**src/rtl/carry_save_resolver_if.sv**
```systemverilog
// Handshake bundle for the carry-save resolver:
// operand pair in, resolved word plus flags out.
interface carry_save_resolver_if #(
  parameter int N = 32
);
  logic         in_valid;
  logic         in_ready;
  logic [N-1:0] s_vec;
  logic [N-1:0] c_vec;
  logic         out_valid;
  logic         out_ready;
  logic [N-1:0] result;
  logic         carry_out;
  logic         overflow;

  modport master (
    output in_valid,
    output s_vec,
    output c_vec,
    output out_ready,
    input  in_ready,
    input  out_valid,
    input  result,
    input  carry_out,
    input  overflow
  );

  modport slave (
    input  in_valid,
    input  s_vec,
    input  c_vec,
    input  out_ready,
    output in_ready,
    output out_valid,
    output result,
    output carry_out,
    output overflow
  );
endinterface

```
**src/rtl/carry_save_resolver.sv**
```systemverilog
// Resolves a carry-save pair into one binary word,
// CHUNK bits per cycle, with carry-out and signed overflow.
module carry_save_resolver #(
  parameter int N     = 32,
  parameter int CHUNK = 8
) (
  input  logic                 clk,
  input  logic                 rst,
  carry_save_resolver_if.slave bus,
  output logic                 busy
);
  localparam int NCH = N / CHUNK;
  localparam int IW  = (NCH > 1) ? $clog2(NCH) : 1;

  typedef enum logic [1:0] {
    IDLE = 2'd0,
    BUSY = 2'd1,
    DONE = 2'd2
  } state_t;

  state_t state;
  state_t state_nx;

  logic [IW-1:0]             idx;
  logic                      cy;
  logic [NCH-1:0][CHUNK-1:0] s_q;
  logic [NCH-1:0][CHUNK-1:0] c_q;
  logic [NCH-1:0][CHUNK-1:0] r_q;
  logic                      co_q;
  logic                      ov_q;
  logic [CHUNK:0]            sum;
  logic                      last;
  logic                      accept;

  assign accept = bus.in_valid && (state == IDLE);
  assign last   = (idx == IW'(NCH - 1));
  assign sum    = {1'b0, s_q[idx]}
                + {1'b0, c_q[idx]}
                + {{CHUNK{1'b0}}, cy};

  always_ff @(posedge clk or posedge rst) begin
    if (rst) state <= IDLE;
    else     state <= state_nx;
  end

  always_comb begin
    state_nx = state;
    unique case (state)
      IDLE:    if (bus.in_valid) state_nx = BUSY;
      BUSY:    if (last)         state_nx = DONE;
      DONE:    if (bus.out_ready) state_nx = IDLE;
      default: state_nx = IDLE;
    endcase
  end

  always_comb begin
    bus.in_ready  = 1'b0;
    bus.out_valid = 1'b0;
    busy          = 1'b0;
    unique case (state)
      IDLE:    bus.in_ready  = 1'b1;
      BUSY:    busy          = 1'b1;
      DONE:    bus.out_valid = 1'b1;
      default: ;
    endcase
  end

  // Index does not advance past the last slice so it stays in range.
  always_ff @(posedge clk or posedge rst) begin
    if (rst) begin
      idx  <= '0;
      cy   <= 1'b0;
      s_q  <= '0;
      c_q  <= '0;
      r_q  <= '0;
      co_q <= 1'b0;
      ov_q <= 1'b0;
    end else if (accept) begin
      idx <= '0;
      cy  <= 1'b0;
      s_q <= bus.s_vec;
      c_q <= bus.c_vec;
    end else if (state == BUSY) begin
      r_q[idx] <= sum[CHUNK-1:0];
      cy       <= sum[CHUNK];
      if (last) begin
        co_q <= sum[CHUNK];
        ov_q <= (s_q[NCH-1][CHUNK-1] == c_q[NCH-1][CHUNK-1])
              & (sum[CHUNK-1] != s_q[NCH-1][CHUNK-1]);
      end else begin
        idx <= idx + 1'b1;
      end
    end
  end

  assign bus.result    = r_q;
  assign bus.carry_out = co_q;
  assign bus.overflow  = ov_q;
endmodule

```
**src/flat_wrapper.sv**
```systemverilog
// flat-port wrapper written by rule: the top's interface ports become plain ports
module carry_save_resolver_flat 
#(
  parameter int N     = 32,
  parameter int CHUNK = 8
)
  (clk, rst, busy, bus_in_valid, bus_s_vec, bus_c_vec, bus_out_ready, bus_in_ready, bus_out_valid, bus_result, bus_carry_out, bus_overflow);
  carry_save_resolver_if #(.N(N)) bus_i ();
  input  logic clk;
  input  logic rst;
  output logic busy;
  input wire logic [$bits(bus_i.in_valid)-1:0] bus_in_valid;
  input wire logic [$bits(bus_i.s_vec)-1:0] bus_s_vec;
  input wire logic [$bits(bus_i.c_vec)-1:0] bus_c_vec;
  input wire logic [$bits(bus_i.out_ready)-1:0] bus_out_ready;
  output wire logic [$bits(bus_i.in_ready)-1:0] bus_in_ready;
  output wire logic [$bits(bus_i.out_valid)-1:0] bus_out_valid;
  output wire logic [$bits(bus_i.result)-1:0] bus_result;
  output wire logic [$bits(bus_i.carry_out)-1:0] bus_carry_out;
  output wire logic [$bits(bus_i.overflow)-1:0] bus_overflow;
  assign bus_i.in_valid = bus_in_valid;
  assign bus_i.s_vec = bus_s_vec;
  assign bus_i.c_vec = bus_c_vec;
  assign bus_i.out_ready = bus_out_ready;
  assign bus_in_ready = bus_i.in_ready;
  assign bus_out_valid = bus_i.out_valid;
  assign bus_result = bus_i.result;
  assign bus_carry_out = bus_i.carry_out;
  assign bus_overflow = bus_i.overflow;
  carry_save_resolver #(.N(N), .CHUNK(CHUNK)) u_core (.clk(clk), .rst(rst), .bus(bus_i), .busy(busy));
endmodule
```
**config.mk**
```make
export PLATFORM = sky130hd
export DESIGN_NAME = carry_save_resolver_flat
export DESIGN_NICKNAME = d
export VERILOG_FILES = /design/src/rtl/carry_save_resolver_if.sv /design/src/rtl/carry_save_resolver.sv /design/src/flat_wrapper.sv
export SDC_FILE = /design/constraint.sdc
export NUM_CORES = 1
export LEC_CHECK = 0
export ABC_AREA = 1
export CORE_MARGIN = 4
export CORE_UTILIZATION = 40
export DETAILED_ROUTE_END_ITERATION = 12
export PLACE_DENSITY = 0.66
export REMOVE_ABC_BUFFERS = 1
export SLEW_MARGIN = 5
export SYNTH_ARGS = -nofsm -noshare
export SYNTH_HDL_FRONTEND = slang
export SYNTH_SLANG_ARGS = --single-unit
```
**constraint.sdc**
```tcl
create_clock -name clk -period 7.04 [get_ports clk]
set_input_delay 1.408 -clock clk [delete_from_list [all_inputs] [get_ports clk]]
set_output_delay 1.408 -clock clk [all_outputs]
set_load 0.005 [all_outputs]
```
==> impl_metrics.toml <==
[status]
status = "finished clean"

[worst_setup_path]
worstPathMaxFanout = 19
critPathArrivalTime_ps = 3550
critical_path_required_ps = 7240
critPathLaunchType = "register"
worstSetupPathType = "register to register"
critPathCaptureType = "register"

[flow_run]
maxCapViolCount = 0

[detailed_routing]
drtIter0Drc = 226
drc = 0
ant_nets = 0
wl_per_cell_um = 15.64
vias = 3531
wirelength_mm = 10.73
dr.pass1.iters = 4
via_per_inst = 5.147

[clocking]
cts_made_buffers = 9
clock_latency_ps = 340
clockBufferDepth = 2
htreeDepth = 3
tritoncts = "built"
cts-root-buf = "clkbuf_16"
cts_setup_buffers = 0
cts_hold_buf = 0
clkSinkCount = 103
cts_resized = 0
clk_pin_slew_worst_paths_ps = 70

[final_layout]
n_antenna_cell = 0
final_common_cell = "clkdlybuf4s50_1"
drive_above_1_share_pct = 17.13
layout_common_cells = "clkdlybuf4s50_1, dfrtp_1, nand2_1"
nNetsFinal = 619
area_growth_pct = 29.37
stdcell_area_mm2 = 0.006222

[power_and_ir_drop]
combinationalPowerShare_pct = 53.8
power_density_mw_per_mm2 = 541.2
clockPowerShare_pct = 14.1
leakagePower_nw = 2.859
p_int_w = 0.002001
switchingPower_w = 0.001366
ir_worst_vdd_mv = 0.1934
switching_share_pct = 40.57
power_w = 0.003368
power_frac_seq_pct = 32.1

[place]
place.gp.congestion = 0.7510
place_area_mm2 = 0.005938
hpwl_mm = 7.445
post-place-ws_ps = 3695
io_buffers = 104

[global_routing]
grt_pass1_wl_mm = 18.28
antenna_found_initial = 0
first_global_vias = 3692
track_usage_pct = 16.13
grt_max_degree = 68
grt.overflow.total = 0

[synthesis]
yosysWarnings = 0
synthCells = 440
synth_seq_cells = 103
ys_seq_area_share_pct = 53.59
synth.distinct_cells = 30
netlist_area_mm2 = 0.004810
syn_avg_cell_area_um2 = 10.93

[timing]
worstMarginPinSlew_ps = 1124
fin_crit_ps = 3350
setup_viol = 0
whs_ps = 487.6
finalHoldViolations = 0
fin_crit_sh_pct = 47.58
rsz0062_at_grt = "false"
timing.slew.headroom_pct = 25.00
final-max-slew-violation-count = 0
fin_tns_setup_ps = 0
worst_slack_ps = 3691
clock_skew_ps = 9.829
fmax_ghz = 0.2986

[hold_path]
holdCritPathClass = "register to register"

[floorplanning]
die_w_um = 117.7
rows = 39
core_area_mm2 = 0.01161
initial_core_util_pct = 41.41
die_y_um = 117.7
io_pins = 105
die_area_mm2 = 0.01384
-- metrics by stage --
step / utilization (%) / cells
finish: 53.58 / 686
CTS: 53.58 / 686
global route: 53.58 / 686
floorplan: - / 421
global placement: 51.13 / 670
detailed placement: 51.13 / 670
-- area by class of cell --
class                   count  area (um^2)
clock buffers              11        252.7
inverters                  23        88.84
fillers                  1064         5391
clock inverters             5        31.28
well taps                 143        178.9
flip-flops and latches    103         2577
multi-input cells         295         2037
repair buffers            106         1056
-- registers in the layout, summed over array words and instances (netlist names) --
register / count
u_core.bus.carry_out: 1
u_core.bus.overflow: 1
u_core.bus.result: 32
u_core.c_q: 32
u_core.cy: 1
u_core.idx: 2
u_core.s_q: 32
u_core.state: 2
-- path summary, 6_finish.rpt --
path | startpoint | end | slack [ps] | cells past startpoint
max in group asynchronous | rst | u_core.c_q[25] | 4420 | 3
worst max-delay path | u_core.idx[1] | u_core.bus.result[4] | 3690 | 9
worst min-delay path | u_core.bus.result[29] | u_core.bus.result[29] | 490 | 2
worst max register to register | u_core.idx[1] | u_core.bus.result[4] | 3690 | 9
worst min register to register | u_core.bus.result[29] | u_core.bus.result[29] | 490 | 2
min in group asynchronous | rst | u_core.bus.result[8] | 1490 | 2
-- power by group through the flow --
stage	Clock (W)	Combinational [W]	Sequential [W]
3_5_place_dp	0	0.00183	0.00109
4_1_cts	0.000482	0.00184	0.00108
3_3_place_gp	0	0.00179	0.00108
6_report	0.000473	0.00181	0.00108
5_1_grt	0.000507	0.00207	0.00112
2_1_floorplan	0	0.00126	0.00105
-- synthesized netlist by cell type --
| master | instances | share of area, % |
|---|---|---|
| a31oi_1 | 1 | 0.13 |
| mux2_4 | 28 | 8.7 |
| o21ai_0 | 54 | 5.6 |
| xor2_1 | 2 | 0.36 |
| inv_2 | 2 | 0.16 |
| nor2_2 | 1 | 0.13 |
| nand3_1 | 15 | 1.6 |
| xnor2_1 | 1 | 0.18 |
| o21ai_1 | 3 | 0.31 |
| nand2_1 | 72 | 5.6 |
| o21ai_2 | 2 | 0.36 |
| nor2_4 | 2 | 0.47 |
| dfrtp_1 | 103 | 54 |
| or2_2 | 2 | 0.26 |
| fa_1 | 2 | 0.83 |
| buf_6 | 5 | 1.2 |
| nand4_1 | 3 | 0.39 |
| buf_2 | 6 | 0.62 |
| a21oi_1 | 5 | 0.52 |
| ha_1 | 11 | 2.9 |
| and2_1 | 1 | 0.13 |
| buf_1 | 1 | 0.078 |
| o21a_1 | 1 | 0.16 |
| clkbuf_1 | 7 | 0.55 |
| o31ai_1 | 1 | 0.16 |
| nor2_1 | 35 | 2.7 |
| inv_1 | 21 | 1.6 |
| o22ai_1 | 16 | 2.1 |
| mux2_2 | 36 | 8.4 |
| nand3b_1 | 1 | 0.16 |
-- critical path: stages, from the launching register on --
cell	delay [ps]
dfrtp_1	830
inv_1	550
o21ai_0	210
o22ai_1	130
fa_1	450
fa_1	450
nand3_1	110
nand2_1	60
xnor2_1	290
o21ai_0	120
-- routing by layer --
| metal | GRT usage, % | routed length, um | vias to the layer above |
|---|---|---|---|
| met5 | 0 | 0 | - |
| met4 | 4.689 | 108 | 0 |
| met3 | 3.748 | 570 | 10 |
| met2 | 25.80 | 4880 | 104 |
| met1 | 21.99 | 5168 | 1726 |
| li1 | - | - | 1691 |
-- cell families (layout without fill, tap and decap cells) --
kind of cell | count (synthesis) | after routing | share of synthesized area, %
flip-flops | 103 | 103 | 53.59
AND/OR/NAND/NOR | 132 | 132 | 11.45
multiplexers | 64 | 64 | 17.17
AO/OA/AOI/OAI | 83 | 83 | 9.339
adder cells (fa/ha/maj) | 13 | 13 | 3.694
buffers and inverters | 42 | 145 | 4.214
XOR/XNOR | 3 | 3 | 0.5464
No activity file was read; power rests on OpenSTA's default activity.
==> patch 1: new RTL, config.mk and constraints unchanged <==
Make the reset (`rst`) synchronous in 2 clocked blocks.
--- a/src/rtl/carry_save_resolver.sv
+++ b/src/rtl/carry_save_resolver.sv
@@ -38,7 +38,7 @@
                 + {1'b0, c_q[idx]}
                 + {{CHUNK{1'b0}}, cy};
 
-  always_ff @(posedge clk or posedge rst) begin
+  always_ff @(posedge clk) begin
     if (rst) state <= IDLE;
     else     state <= state_nx;
   end
@@ -66,7 +66,7 @@
   end
 
   // Index does not advance past the last slice so it stays in range.
-  always_ff @(posedge clk or posedge rst) begin
+  always_ff @(posedge clk) begin
     if (rst) begin
       idx  <= '0;
       cy   <= 1'b0;
Formal check against the unedited RTL: differs if rst is asserted again (counterexample within 4 cycles, from zero or initial values and one cycle with rst high); with rst held inactive, the same outputs for 10 cycles.
==> patch 1 against the unedited design <==
- count of clock-buffer cells in the layout fell by 2
- sequential cell count unchanged
- worst setup slack worse by 160 ps
- synthesized area down 5.4%
- core utilization fell by 0.17 points
- cell area is 5.7% lower
- wire length increased by 4.5%
Power is not compared: it rests on default switching activity, and its combinational part moved more than twofold at a synthesized area within 25%.
==> patch 1: results (changes against the unedited design) <==
stage	metric	value	unit	change
status	status	complete, no violations		
layout	Multi-Input Combinational	430		+46%
synthesis	post-synthesis sequential area ratio	45.3	%	-8.3 points
setup_path	crit path capture	u_core.s_q[20]		
place	Final Wtd Congestion	0.812		+8.1%
setup_path	Critical Path Start Type	input port		
synthesis	Post-synth top flop	sky130_fd_sc_hd__dfxtp_1		
place	placed cells	824		+23%
detailed_routing	WL met1	5330	um	+3.2%
layout	number of buffers other than clock buffers in the final layout	105		-0.94%
synthesis	leading cell types by total area after synthesis	sky130_fd_sc_hd__dfxtp_1, sky130_fd_sc_hd__nor2_1, sky130_fd_sc_hd__o21ai_0		
synthesis	main combinational cell family by area after synthesis	compound AO/OA/AOI/OAI gates		
synthesis	Avg Cell Area, Syn	7.43	sq um	-32%
detailed_routing	Vias	4188		+19%
setup_path	setup slack on the worst flop-to-flop path	3550	ps	-140 ps
layout	fraction of layout cells with a size suffix above 1	5.29	%	-12 points
setup_path	number of cells traversed by the worst register-to-register path	10		+1
detailed_routing	final wirelength	11200	um	+4.5%
setup_path	Reg2Reg Capture Point	u_core.bus.result[12]		
layout	multi-input gate share of total cell area	36.5	%	+3.8 points
layout	Layout clock buffers	9		-2
place	pre-CTS WS	3110	ps	-582 ps
global_route	largest net degree at the start of global routing	90		+32%
setup_path	CP startpoint	bus_in_valid		
global_route	met2 usage in global routing	27.5	%	+1.7 points
timing	final hold slack	472	ps	-15.7 ps
global_route	global-route wire length before repair	18700	um	+2.5%
synthesis	Commonest cells post-synth	sky130_fd_sc_hd__nor2_1, sky130_fd_sc_hd__dfxtp_1, sky130_fd_sc_hd__o21ai_0, sky130_fd_sc_hd__nand2_1, sky130_fd_sc_hd__inv_1		
worst_hold_path	WHS Endpoint	u_core.bus.result[0]		
worst_hold_path	hold path start	u_core.bus.result[0]		
setup_path	reg2reg start	u_core.idx[1]		
layout	relative area of non-clock buffer cells in the final design	17.9	%	+0.90 points
timing	Worst-Margin Slew	1170	ps	+51.1 ps
setup_path	critical path's top delay family	buffers and inverters		
synthesis	proportion of register bits with asynchronous set or reset after synthesis	0	%	-100 points
layout	final standard cell utilization of the core	53.4	%	-0.17 points
detailed_routing	wire length on met3	535	um	-6.1%
layout	fin nets	776		+25%
layout	combined flip-flop and latch cell area	0.00206	sq mm	-20%
layout	filler cell count in the final layout	1084		+1.9%
-- patch 1: cell count changes in the layout (fill, tap and decap cells not counted), moves of 16 or more --
cell	change
sky130_fd_sc_hd__o21ai_0	+36
sky130_fd_sc_hd__mux2_4	-28
sky130_fd_sc_hd__inv_1	+16
sky130_fd_sc_hd__o21ai_1	+22
sky130_fd_sc_hd__nor2_1	+131
sky130_fd_sc_hd__o21bai_1	+18
sky130_fd_sc_hd__dfxtp_1	+103
sky130_fd_sc_hd__nand2_1	-26
sky130_fd_sc_hd__dfrtp_1	-103
sky130_fd_sc_hd__mux2_2	-36
-- patch 1: worst register-to-register path, delay by kind of cell (launching register included) --
family | cells | cell delay [ps]
fa+ha+maj | 2 | 890
flops | 1 | 790
buf+inv | 2 | 610
compound gates | 3 | 510
xor+xnor | 1 | 430
simple gates | 2 | 220
==> patch 2: new RTL, same settings <==
Made on the original files. `N` is set to 32 in 3 places; all go to 16.
--- a/src/rtl/carry_save_resolver_if.sv
+++ b/src/rtl/carry_save_resolver_if.sv
@@ -1,7 +1,7 @@
 // Handshake bundle for the carry-save resolver:
 // operand pair in, resolved word plus flags out.
 interface carry_save_resolver_if #(
-  parameter int N = 32
+  parameter int N = 16
 );
   logic         in_valid;
   logic         in_ready;
--- a/src/rtl/carry_save_resolver.sv
+++ b/src/rtl/carry_save_resolver.sv
@@ -1,7 +1,7 @@
 // Resolves a carry-save pair into one binary word,
 // CHUNK bits per cycle, with carry-out and signed overflow.
 module carry_save_resolver #(
-  parameter int N     = 32,
+  parameter int N     = 16,
   parameter int CHUNK = 8
 ) (
   input  logic                 clk,
--- a/src/flat_wrapper.sv
+++ b/src/flat_wrapper.sv
@@ -1,7 +1,7 @@
 // flat-port wrapper written by rule: the top's interface ports become plain ports
 module carry_save_resolver_flat 
 #(
-  parameter int N     = 32,
+  parameter int N     = 16,
   parameter int CHUNK = 8
 )
   (clk, rst, busy, bus_in_valid, bus_s_vec, bus_c_vec, bus_out_ready, bus_in_ready, bus_out_valid, bus_result, bus_carry_out, bus_overflow);
Interface: changed (resized bus_c_vec, bus_result and bus_s_vec); port bits go from 105 to 57. No check against the original RTL was run, so the function may have changed too.
==> patch 2 against the unedited design <==
- cell area fell by 47%
- wire length fell by 52%
- sequential cell count fell by 49
- count of clock-buffer cells in the layout fell by 4
- hold slack got worse by 2.3 ps
- sequential share of layout area fell by 0.70 points
- synthesized area fell by 45%
- worst setup slack improved by 380 ps
- total power fell by 52%
- via count fell by 40%
- sequential power fell by 49%
- critical path type is now register to output pin
==> patch 2: results (changes against the unedited design) <==
stage	metric	value	unit	change
place	estimated wirelength of the detail-placed design	3790	um	-49%
setup_path	Worst path max stage delay	500	ps	-330 ps
layout	register fraction of the total cell area	40.7	%	-0.70 points
cts	clock latency reported for the late side of the worst-skew pair	300	ps	-40 ps
detailed_routing	via/cell ratio	4.61		-10%
power_and_ir_drop	share of total power in sequential cells	34.1	%	+2.0 points
status	status	complete, no violations		
synthesis	Avg Cell Area, Syn	8.10	sq um	-26%
setup_path	Critical Path AT	1560	ps	-1990 ps
setup_path	worst-path cell with the longest stage delay	sky130_fd_sc_hd__clkdlybuf4s50_1		
cts	number of buffers added by the clock tree synthesis step	5		-4
power_and_ir_drop	sw power	688	uW	-50%
layout	invs w/o clock	37		+61%
place	placed cells	448		-33%
setup_path	maximum net fanout on the critical path	4		-15
setup_path	critical path's top delay family	buffers and inverters		
detailed_routing	Vias	2102		-40%
detailed_routing	Iter 0 DRT Violations	97		-57%
timing	Worst-Margin Slew	1070	ps	-51.4 ps
layout	Multi-Input Combinational	224		-24%
layout	number of buffers other than clock buffers in the final layout	56		-47%
global_route	global-route wire length before repair	8610	um	-53%
layout	combined area of the multi-input logic cells	0.00108	sq mm	-47%
global_route	largest net degree at the start of global routing	55		-19%
layout	Layout clock buffers	7		-4
place	IO buf count	56		-46%
synthesis	number of different library cells in the post-synthesis netlist	26		-13%
place	Final Wtd Congestion	0.747		-0.48%
cts	register clock-pin slew on the reported worst setup and hold paths	90	ps	+20 ps
layout	fin nets	423		-32%
global_route	aggregate global-route resource usage	13.6	%	-2.5 points
layout	clock buffer and inverter area fraction after layout	2.75	%	-1.8 points
synthesis	post-synthesis sequential area ratio	51.0	%	-2.6 points
layout	filler cell count in the final layout	593		-44%
cts	number of H-tree levels	2		-1
layout	sequential cell count of the final layout	54		-48%
power_and_ir_drop	sequential power	549	uW	-49%
synthesis	Post-synth top flop	sky130_fd_sc_hd__dfrtp_1		
global_route	via count of the first global-routing pass	2040		-45%
layout	relative area of non-clock buffer cells in the final design	16.9	%	-0.079 points
synthesis	Commonest cells post-synth	sky130_fd_sc_hd__nand2_1, sky130_fd_sc_hd__dfrtp_1, sky130_fd_sc_hd__inv_1, sky130_fd_sc_hd__o21ai_0, sky130_fd_sc_hd__nand3_1		
detailed_routing	final wirelength	5140	um	-52%
power_and_ir_drop	fraction of power consumed by combinational cells	55.1	%	+1.3 points
cts	clock root cell	sky130_fd_sc_hd__clkbuf_8		
layout	fraction of layout cells with a size suffix above 1	4.75	%	-12 points
synthesis	synthesis warning total	0		unchanged
power_and_ir_drop	VDD IR-drop max	211	uV	+9.1%
place	pre-CTS WS	4070	ps	+376 ps
timing	worst setup skew after layout	4.91	ps	-4.92 ps
power_and_ir_drop	leak pwr	0.00168	uW	-41%
synthesis	leading cell types by total area after synthesis	sky130_fd_sc_hd__dfrtp_1, sky130_fd_sc_hd__nand2_1, sky130_fd_sc_hd__o21ai_0		
patch 2: routing by layer:
| layer | track usage [%] | part of all wire, % | routed length, um | up-vias |
|---|---|---|---|---|
| met5 | 0 | 0 | 0 | - |
| met4 | 3.65 | 0.70 | 36 | 0 |
| li1 | - | - | - | 1117 |
| met2 | 23.3 | 48 | 2460 | 39 |
| met1 | 17.4 | 47 | 2430 | 942 |
| met3 | 3.13 | 4.3 | 219 | 4 |
patch 2: path summary, 6_finish.rpt:
kind | slack (ps) | from | endpoint | cells after the start
setup / recovery | 4070 | u_core.state[1] | busy | 4
hold / removal | 490 | u_core.c_q[1] | u_core.c_q[1] | 2
setup reg to reg | 4350 | u_core.idx | u_core.bus.result[12] | 9
hold reg to reg | 490 | u_core.c_q[1] | u_core.c_q[1] | 2
max in group asynchronous | 4700 | rst | u_core.c_q[7] | 2
min in group asynchronous | 1690 | rst | u_core.s_q[0] | 2
patch 2: cells by family (layout without fill, tap and decap cells):
| group | after synthesis | after routing | share of synthesized area (%) |
|---|---|---|---|
| simple gates | 166 | 166 | 26.3 |
| flops | 54 | 54 | 51.0 |
| buf+inv | 49 | 101 | 8.22 |
| compound gates | 47 | 47 | 8.97 |
| fa+ha+maj | 9 | 9 | 4.82 |
| xor+xnor | 2 | 2 | 0.661 |
patch 2: worst reg2reg max path: cells and delay by family, from the launching register on:
kind,cells,cell delay [ps]
AND/OR/NAND/NOR,2,130
AO/OA/AOI/OAI,2,400
adder cells (fa/ha/maj),2,660
flip-flops,1,1000
buffers and inverters,2,140
XOR/XNOR,1,240
patch 2: through the flow:
stage / hold WS [ps] / instance area (sq um)
2_1_floorplan: 444 / 2570
6_report: 485 / 3320
4_1_cts: 485 / 3320
3_5_place_dp: 462 / 3230
5_1_grt: 506 / 3320
3_3_place_gp: 461 / 3230
